## config.mk

```make
export PLATFORM = sky130hd
export DESIGN_NAME = prog_loader
export DESIGN_NICKNAME = d
export VERILOG_FILES = /design/src/rtl/loader_pkg.sv /design/src/rtl/prog_loader_byte_pair_asm.sv /design/src/rtl/prog_loader.sv
export SDC_FILE = /design/constraint.sdc
export NUM_CORES = 1
export LEC_CHECK = 0
export BUFFER_PORTS_ARGS = -buffer_cell sky130_fd_sc_hd__buf_2
export CAP_MARGIN = 0
export CORE_MARGIN = 10
export CORE_UTILIZATION = 40
export DETAILED_ROUTE_END_ITERATION = 12
export GPL_TIMING_DRIVEN = 1
export PLACE_DENSITY = 0.58
export SLEW_MARGIN = 25
export SYNTH_ARGS = -nofsm -noshare
export SYNTH_HDL_FRONTEND = slang
export SYNTH_HIERARCHICAL = 1
export SYNTH_SLANG_ARGS = --single-unit
```

## constraint.sdc

```tcl
create_clock -name clk -period 5.8 [get_ports clk]
set_input_delay 0.29 -clock clk [delete_from_list [all_inputs] [get_ports clk]]
set_output_delay 0.29 -clock clk [all_outputs]
set_load 0.02 [all_outputs]
```

## src/rtl/loader_pkg.sv

```systemverilog
// Shared types and constants for the byte-stream program loader.
package loader_pkg;
  localparam int BYTE_W     = 8;
  localparam int DEFAULT_AW = 8;
  localparam int DEFAULT_DW = 16;

  typedef enum logic [3:0] {
    IDLE, LEN_LO, LEN_HI, DATA_LO, DATA_HI, WRITE, CSUM_LO, CSUM_HI, DONE, ERR
  } state_t;

  // States in which the loader is willing to take a byte.
  function automatic logic is_rx_state(input state_t s);
    return (s == LEN_LO)  || (s == LEN_HI)  || (s == DATA_LO) ||
           (s == DATA_HI) || (s == CSUM_LO) || (s == CSUM_HI);
  endfunction
endpackage

```

## src/rtl/prog_loader_byte_pair_asm.sv

```systemverilog
// Low/high byte latch: holds the low byte and completes the word when the high byte arrives.
module byte_pair_asm
  import loader_pkg::*;
#(
  parameter int DW = DEFAULT_DW
) (
  input  logic              clk,
  input  logic              rst,
  input  logic [BYTE_W-1:0] byte_i,
  input  logic              accept_i,
  input  logic              sel_hi_i,
  output logic [DW-1:0]     word_o,
  output logic              word_ok_o
);
  logic [BYTE_W-1:0] lo_q;

  always_ff @(posedge clk or negedge rst) begin
    if (!rst) begin
      lo_q <= '0;
    end else if (accept_i && !sel_hi_i) begin
      lo_q <= byte_i;
    end
  end

  // Word is valid in the same cycle the high byte is accepted.
  assign word_o    = DW'({byte_i, lo_q});
  assign word_ok_o = accept_i && sel_hi_i;
endmodule

```

## src/rtl/prog_loader.sv

```systemverilog
// Program loader: receives LEN / data / CSUM frame over a byte handshake and writes words to RAM.
module prog_loader
  import loader_pkg::*;
#(
  parameter int AW = DEFAULT_AW,
  parameter int DW = DEFAULT_DW
) (
  input  logic              clk,
  input  logic              rst,
  input  logic              start,
  input  logic [BYTE_W-1:0] byte_in,
  input  logic              byte_valid,
  output logic              byte_ready,
  output logic [AW-1:0]     mem_addr,
  output logic [DW-1:0]     mem_din,
  output logic              mem_write,
  output logic              cpu_hold,
  output logic              done,
  output logic              err
);
  localparam logic [DW:0] MAX_LEN = (DW+1)'(2 ** AW);

  state_t        state_q;
  logic [AW-1:0] addr_q;
  logic [DW-1:0] din_q;
  logic [DW-1:0] len_q;
  logic [DW-1:0] csum_q;
  logic [AW:0]   count_q;
  logic [AW:0]   count_inc;
  logic          accept;
  logic          sel_hi;
  logic [DW-1:0] word;
  logic          word_ok;

  assign accept    = byte_valid && byte_ready;
  assign sel_hi    = (state_q == LEN_HI) || (state_q == DATA_HI) || (state_q == CSUM_HI);
  assign count_inc = count_q + 1'b1;

  byte_pair_asm #(.DW(DW)) u_asm (
    .clk       (clk),
    .rst       (rst),
    .byte_i    (byte_in),
    .accept_i  (accept),
    .sel_hi_i  (sel_hi),
    .word_o    (word),
    .word_ok_o (word_ok)
  );

  always_ff @(posedge clk or negedge rst) begin
    if (!rst) begin
      state_q <= IDLE;
      addr_q  <= '0;
      din_q   <= '0;
      len_q   <= '0;
      csum_q  <= '0;
      count_q <= '0;
    end else begin
      case (state_q)
        IDLE, DONE, ERR: begin
          if (start) begin
            state_q <= LEN_LO;
            addr_q  <= '0;
            csum_q  <= '0;
            count_q <= '0;
          end
        end
        LEN_LO:  if (accept) state_q <= LEN_HI;
        LEN_HI: begin
          if (word_ok) begin
            len_q <= word;
            if ({1'b0, word} > MAX_LEN)  state_q <= ERR;
            else if (word == '0)         state_q <= CSUM_LO;
            else                         state_q <= DATA_LO;
          end
        end
        DATA_LO: if (accept) state_q <= DATA_HI;
        DATA_HI: begin
          if (word_ok) begin
            din_q   <= word;
            csum_q  <= csum_q ^ word;
            state_q <= WRITE;
          end
        end
        WRITE: begin
          // For a full 2^AW frame the address wraps to 0 here; the next state is CSUM_LO.
          addr_q  <= addr_q + 1'b1;
          count_q <= count_inc;
          state_q <= (DW'(count_inc) == len_q) ? CSUM_LO : DATA_LO;
        end
        CSUM_LO: if (accept) state_q <= CSUM_HI;
        CSUM_HI: begin
          if (word_ok) state_q <= (word == csum_q) ? DONE : ERR;
        end
        default: state_q <= IDLE;
      endcase
    end
  end

  assign byte_ready = is_rx_state(state_q);
  assign mem_addr   = addr_q;
  assign mem_din    = din_q;
  assign mem_write  = (state_q == WRITE);
  assign cpu_hold   = (state_q != DONE);
  assign done       = (state_q == DONE);
  assign err        = (state_q == ERR);
endmodule

```

Yosys cells after proc, flatten, opt, wreduce, memory -nomap -nowiden
Index checks and enable logic that the tools add are counted.
Word-level totals
  flip-flop bits (word level): 77
  output and inout bits: 29
  word-level logic and storage cells: 70
Cells by class
  $add $sub $neg: 2
  $lt $le $gt $ge: 1
  equal/unequal tests: 19
  multiplexer cells: 19
  bitwise logic cells: 1
  reductions and logical operators: 21
Operator list (number)
  two-way mux 16 bit: 2
  two-way mux 4 bit: 8
  one-hot mux 16 bit (2 select lines): 1
  one-hot mux 4 bit (8 select lines): 1
  one-hot mux 9 bit (2 select lines): 1
  == test 16 bit: 1
  == test 4 x 3 -> 1 bit, second input constant: 4
  == test 9 x 16 -> 1 bit: 1
  > comparator 16 x 9 -> 1 bit, second input constant: 1
  logical NOT 16 bit: 1
  one-hot mux 8 bit (2 select lines): 1
  XOR 16 bit: 1
  != test 2 x 1 -> 1 bit, second input constant: 6
  adder 9 x 1 -> 9 bit, second input constant: 1
  two-way mux 9 bit: 1
  adder 8 x 1 -> 8 bit, second input constant: 1
  == test 4 x 2 -> 1 bit, second input constant: 2
  == test 4 bit, second input constant: 2
  two-way mux 8 bit: 1
  logical OR 1 bit: 7
  AND reduction 7 bit: 1
  two-way mux 3 bit: 2
  AND reduction 2 bit: 3
  == test 4 x 1 -> 1 bit, second input constant: 1
  9 further kinds: 12

Logic depth before layout (Yosys ltp)
  depth after elaboration: 10
  gate-level depth with buffers: 13
  gate-level depth less buffers: 10

Hierarchy
Netlist, hierarchy kept.
By module, submodules not included
  prog_loader: times used 1, cells an instance 373, area each 3540.9 µm², seq. area each 1726.7 µm²
  byte_pair_asm: times used 1, cells an instance 27, area each 412.9 µm², seq. area each 200.2 µm²

Worst setup path after synthesis
OpenSTA, ideal clock, no wires.
  path kind: register -> register
  start: register state_q[2]
  end: register csum_q[10]
  data arrival time: 2257 ps
  required time: 5717 ps
  path slack: 3461 ps
  stages on the path, launching flop included: 13
  path buffers: 3
  path through: dfrtp_1 > buf_2 > and4b_1 > a21oi_1 > inv_1 > and2_2 > nor2b_1 > and2_1 > buf_2 > nor2_1 > clkbuf_1 > o21ai_0 > o21ai_0
On the way
  elaborated cells on any way between the ends: 24
RTL lines
  start, declared: RTL line prog_loader.sv:23  | state_t state_q;
  start signal, assigned: RTL line prog_loader.sv:88  | state_q <= (DW'(count_inc) == len_q) ? CSUM_LO : DATA_LO;
  start signal, assigned: RTL line prog_loader.sv:92  | if (word_ok) state_q <= (word == csum_q) ? DONE : ERR;
  == test 4 x 2 -> 1 bit or == test 4 x 3 -> 1 bit (tied branches): RTL line prog_loader.sv:36  | assign sel_hi = (state_q == LEN_HI) || (state_q == DATA_HI) || (state_q == CSUM_HI);
  logical OR 1 bit: RTL line prog_loader.sv:36
  logical OR 1 bit *: RTL line prog_loader.sv:36
  named net sel_hi: RTL line prog_loader.sv:31  | logic sel_hi;
  logical AND 1 bit *: RTL line prog_loader_byte_pair_asm.sv:27  | assign word_ok_o = accept_i && sel_hi_i;
  named net word_ok: RTL line prog_loader.sv:33  | logic word_ok;
  != test 2 x 1 -> 1 bit (no line) *
  AND reduction 3 bit (no line) *
  end signal, assigned: RTL line prog_loader.sv:80  | csum_q <= csum_q ^ word;
  end, declared: RTL line prog_loader.sv:27  | logic [DW-1:0] csum_q;
Mark *: on every way through the listed nets, which the timed path passes. The rest lies on a longest branch.
A chain may end at the register's enable or synchronous reset.

Worst setup path after layout
  start: register state_q[0]
  end: register csum_q[5]
The elaborated chain is that of the path after synthesis.

==> summary.txt <==
Htree depth - 3
Die Ht - 119 um
# IOs - 41
Global-route usage over all layers - 0.126
Logic pwr share - 0.356
Cts hold-fix bufs - 0
Gpl congestion - 0.902
Layout cells sized above 1 - 0.216
Synth async-reset ratio - 1.00
PwrDens - 453 nW/um^2
Critical Path RT - 6.06 ns
Remaining antenna violation count - 0
CTS Buf Count - 9
Status - complete, but fails checks
Detailed-route via count - 2,954
Max Clk Rate - 315 MHz
Worst-Skew Late Latency - 0.34 ns
Placed cells - 547
Final Cell Area - 4360 um^2
P_leak - 2.18 nW
CTS root buffer - clkbuf_8
Slowest cell delay on critical path - 0.79 ns
Fin nets - 439
Clock skew - 0.0114 ns
Iter 0 DRT Violations - 183
Most numerous cell in the Yosys netlist - dfrtp_1
Yosys top cell area share - 0.487
Clock buffer depth - 2
CP top delay family - simple AND/OR/NAND/NOR gates
DR WL/cell - 15.5 um
Synth warn - 6
Startpoint Class - register
Synth area leaders - dfrtp_1 (49%), o21ai_0 (7.1%), nand2_1 (6.2%)
P_sw - 765 uW
Die Wd - 119 um
Antenna cells - 0
Yosys reg bits - 77
WP buf/inv - 1
Seq/Total Area, Yosys - 0.487
Synth top cells by count - dfrtp_1 (77), nand2_1 (65), o21ai_0 (56)
Worst path slowest cell - nor2_1
Initial antenna violation count - 0
Largest net degree at the start of global routing - 78
CTS resizes - 0
Fin cells - 563
Avg Cell Area, Syn - 9.88 um^2
Vias in the first global route - 2,952
Worst-path clk slew - 0.09 ns
Mapped Cells - 400
Gr ovfl total - 0
FILL cells - 935
Setup-failing EPs final - 0
Worst-margin pin slew - 0.912 ns
Violated checks - hold timing
Top FF cell, synth - dfrtp_1
Worst-path cell chain - and4b_1 > a21oi_1 > inv_1 > and2_2 > nor2b_1 > and2_1 > nor2_1 > o21ai_0 > o21ai_0
RSZ-0062 raised after global routing - no
TritonCTS clock tree - yes
Clock network power share - 0.203
Critical R2R Capture - csum_q[5]$_DFFE_PN0P_
Area Growth Syn to Fin - 10.4%
Crit end category - register
Netlist Area Pre-Place - 3950 um^2
Starting Density - 0.408
Most used cell along the critical path - o21ai_0
Worst Path Arrival - 3.43 ns
Internal power - 1.21 mW
Crit path depth - 9
Avg Vias per Cell - 5.25
Max VDD drop - 0.242 mV
First-pass GRT wire length - 15.1 mm
Post-synth EDFFs - 0
Hpwl dp - 6.09 mm
Relative slew slack - 0.390
Die area - 14,300 um^2
Switching share of power - 0.387
First-pass iteration count of the detailed router - 4
Hold Slack - -0.0330 ns
Max Cap Violations - 0
Post-synth top area cell - dfrtp_1
Syn Nets - 414
Reg2Reg Depth - 9
CP Capture Point - csum_q[5]$_DFFE_PN0P_
Fin crit share - 0.547
Worst r2r src - state_q[0]$_DFFE_PN0P_
Crit path kind - register to register
Row count - 36
R2R Setup Slk - 2.63 ns
Setup Fix Bufs, Post-CTS - 0
Final Hold Viols - 21
Drt drc - 0
Setup crit start - state_q[0]$_DFFE_PN0P_
Fin crit period - 3.17 ns
Final slew viol count - 0
Core Region - 9680 um^2
Flop pwr share - 0.441
Hold Path Class - primary input to asynchronous set/reset pin
Area post-placement - 4170 um^2
Final WL - 8.75 mm
PortBufs - 40
Unique masters post-synth - 55
Final setup TNS - 0 ns
Clock net sink count - 77
Max FO, Critical Path - 17
-- per-stage QoR --
step | power, mW | hold slack (ns) | setup WS, ns | util
4_1_cts | 2.00 | 0.138 | 2.66 | 0.450
3_3_place_gp | 1.58 | 0.456 | 2.81 | 0.430
2_1_floorplan | 1.39 | -0.00559 | 3.46 | -
6_report | 1.98 | -0.0330 | 2.63 | 0.451
5_1_grt | 2.12 | 0.0149 | 2.28 | 0.451
3_5_place_dp | 1.59 | 0.459 | 2.68 | 0.430
-- state kept, by name, summed over array words and instances (netlist names) --
name,cells
mem_din,16
len_q,16
csum_q,16
u_asm/lo_q,8
mem_addr,8
state_q,4
count_q,9
-- placed cells by master (no fill, tap or decap), types with 3 or more instances in the layout --
| cell | n |
|---|---|
| nand3_1 | 5 |
| a22o_1 | 3 |
| o21ai_0 | 56 |
| clkbuf_8 | 9 |
| a31oi_1 | 6 |
| and3_1 | 6 |
| nor2_1 | 28 |
| o22ai_1 | 3 |
| mux2_2 | 16 |
| a21oi_1 | 3 |
| mux2_4 | 8 |
| buf_2 | 39 |
| xor2_1 | 21 |
| nand4_1 | 9 |
| nor3_1 | 6 |
| o211ai_1 | 3 |
| nor4_1 | 5 |
| nand2b_1 | 5 |
| dfrtp_1 | 77 |
| xnor2_1 | 6 |
| nand2_1 | 64 |
| inv_1 | 6 |
-- cell families (layout without fill, tap and decap cells) --
group                    Yosys count  in the layout  share of synthesized area
AND/OR/NAND/NOR                  149            149                      0.187
AO/OA/AOI/OAI                     85             85                      0.125
flip-flops                        77             77                      0.487
buffers and inverters             33             63                     0.0462
XOR/XNOR                          28             28                     0.0668
multiplexers                      26             26                     0.0810
adder cells (fa/ha/maj)            2              2                    0.00633
-- worst min path at each step --
stage	end	start	slack (ns)	cells past startpoint
after CTS	state_q[1]$_DFFE_PN0P_	rst	0.14	1
after global placement	mem_din[5]$_DFFE_PN0P_	mem_din[5]$_DFFE_PN0P_	0.46	2
after detailed placement	mem_din[6]$_DFFE_PN0P_	mem_din[6]$_DFFE_PN0P_	0.46	2
after floorplan	count_q[0]$_DFFE_PN0P_	rst	-0.006	0
final	count_q[0]$_DFFE_PN0P_	rst	-0.03	1
after global routing	count_q[0]$_DFFE_PN0P_	rst	0.01	1
-- power groups by stage --
stage	clock network [mW]	logic, mW	registers, mW
2_1_floorplan	0	0.491	0.898
3_3_place_gp	0	0.704	0.875
3_5_place_dp	0	0.713	0.880
4_1_cts	0.412	0.714	0.873
5_1_grt	0.433	0.783	0.907
6_report	0.401	0.703	0.872
-- final cells by class --
type	count	area (um^2)	area share
Clock buffer	10	128	0.0292
Clock inverter	6	63.8	0.0146
Multi-Input combinational cell	290	1850	0.423
Sequential cell	77	1930	0.442
Timing Repair Buffer	40	206	0.0473
Tap cell	133	166	0.0381
Inverter	7	26.3	0.00602
-- layer usage --
metal,share of wire,vias to the layer above,GRT usage
li1,-,1448,-
met1,0.47,1444,0.168
met2,0.48,56,0.200
met3,0.040,6,0.0335
met4,0.0074,0,0.0302
met5,0,-,0
-- worst register-to-register path, cell delays in order, from the launching register on --
cell,delay [ns]
dfrtp_1,0.55
and4b_1,0.32
a21oi_1,0.21
inv_1,0.12
and2_2,0.23
nor2b_1,0.16
and2_1,0.39
nor2_1,0.79
o21ai_0,0.20
o21ai_0,0.12
(Power assumes the default switching activity.)
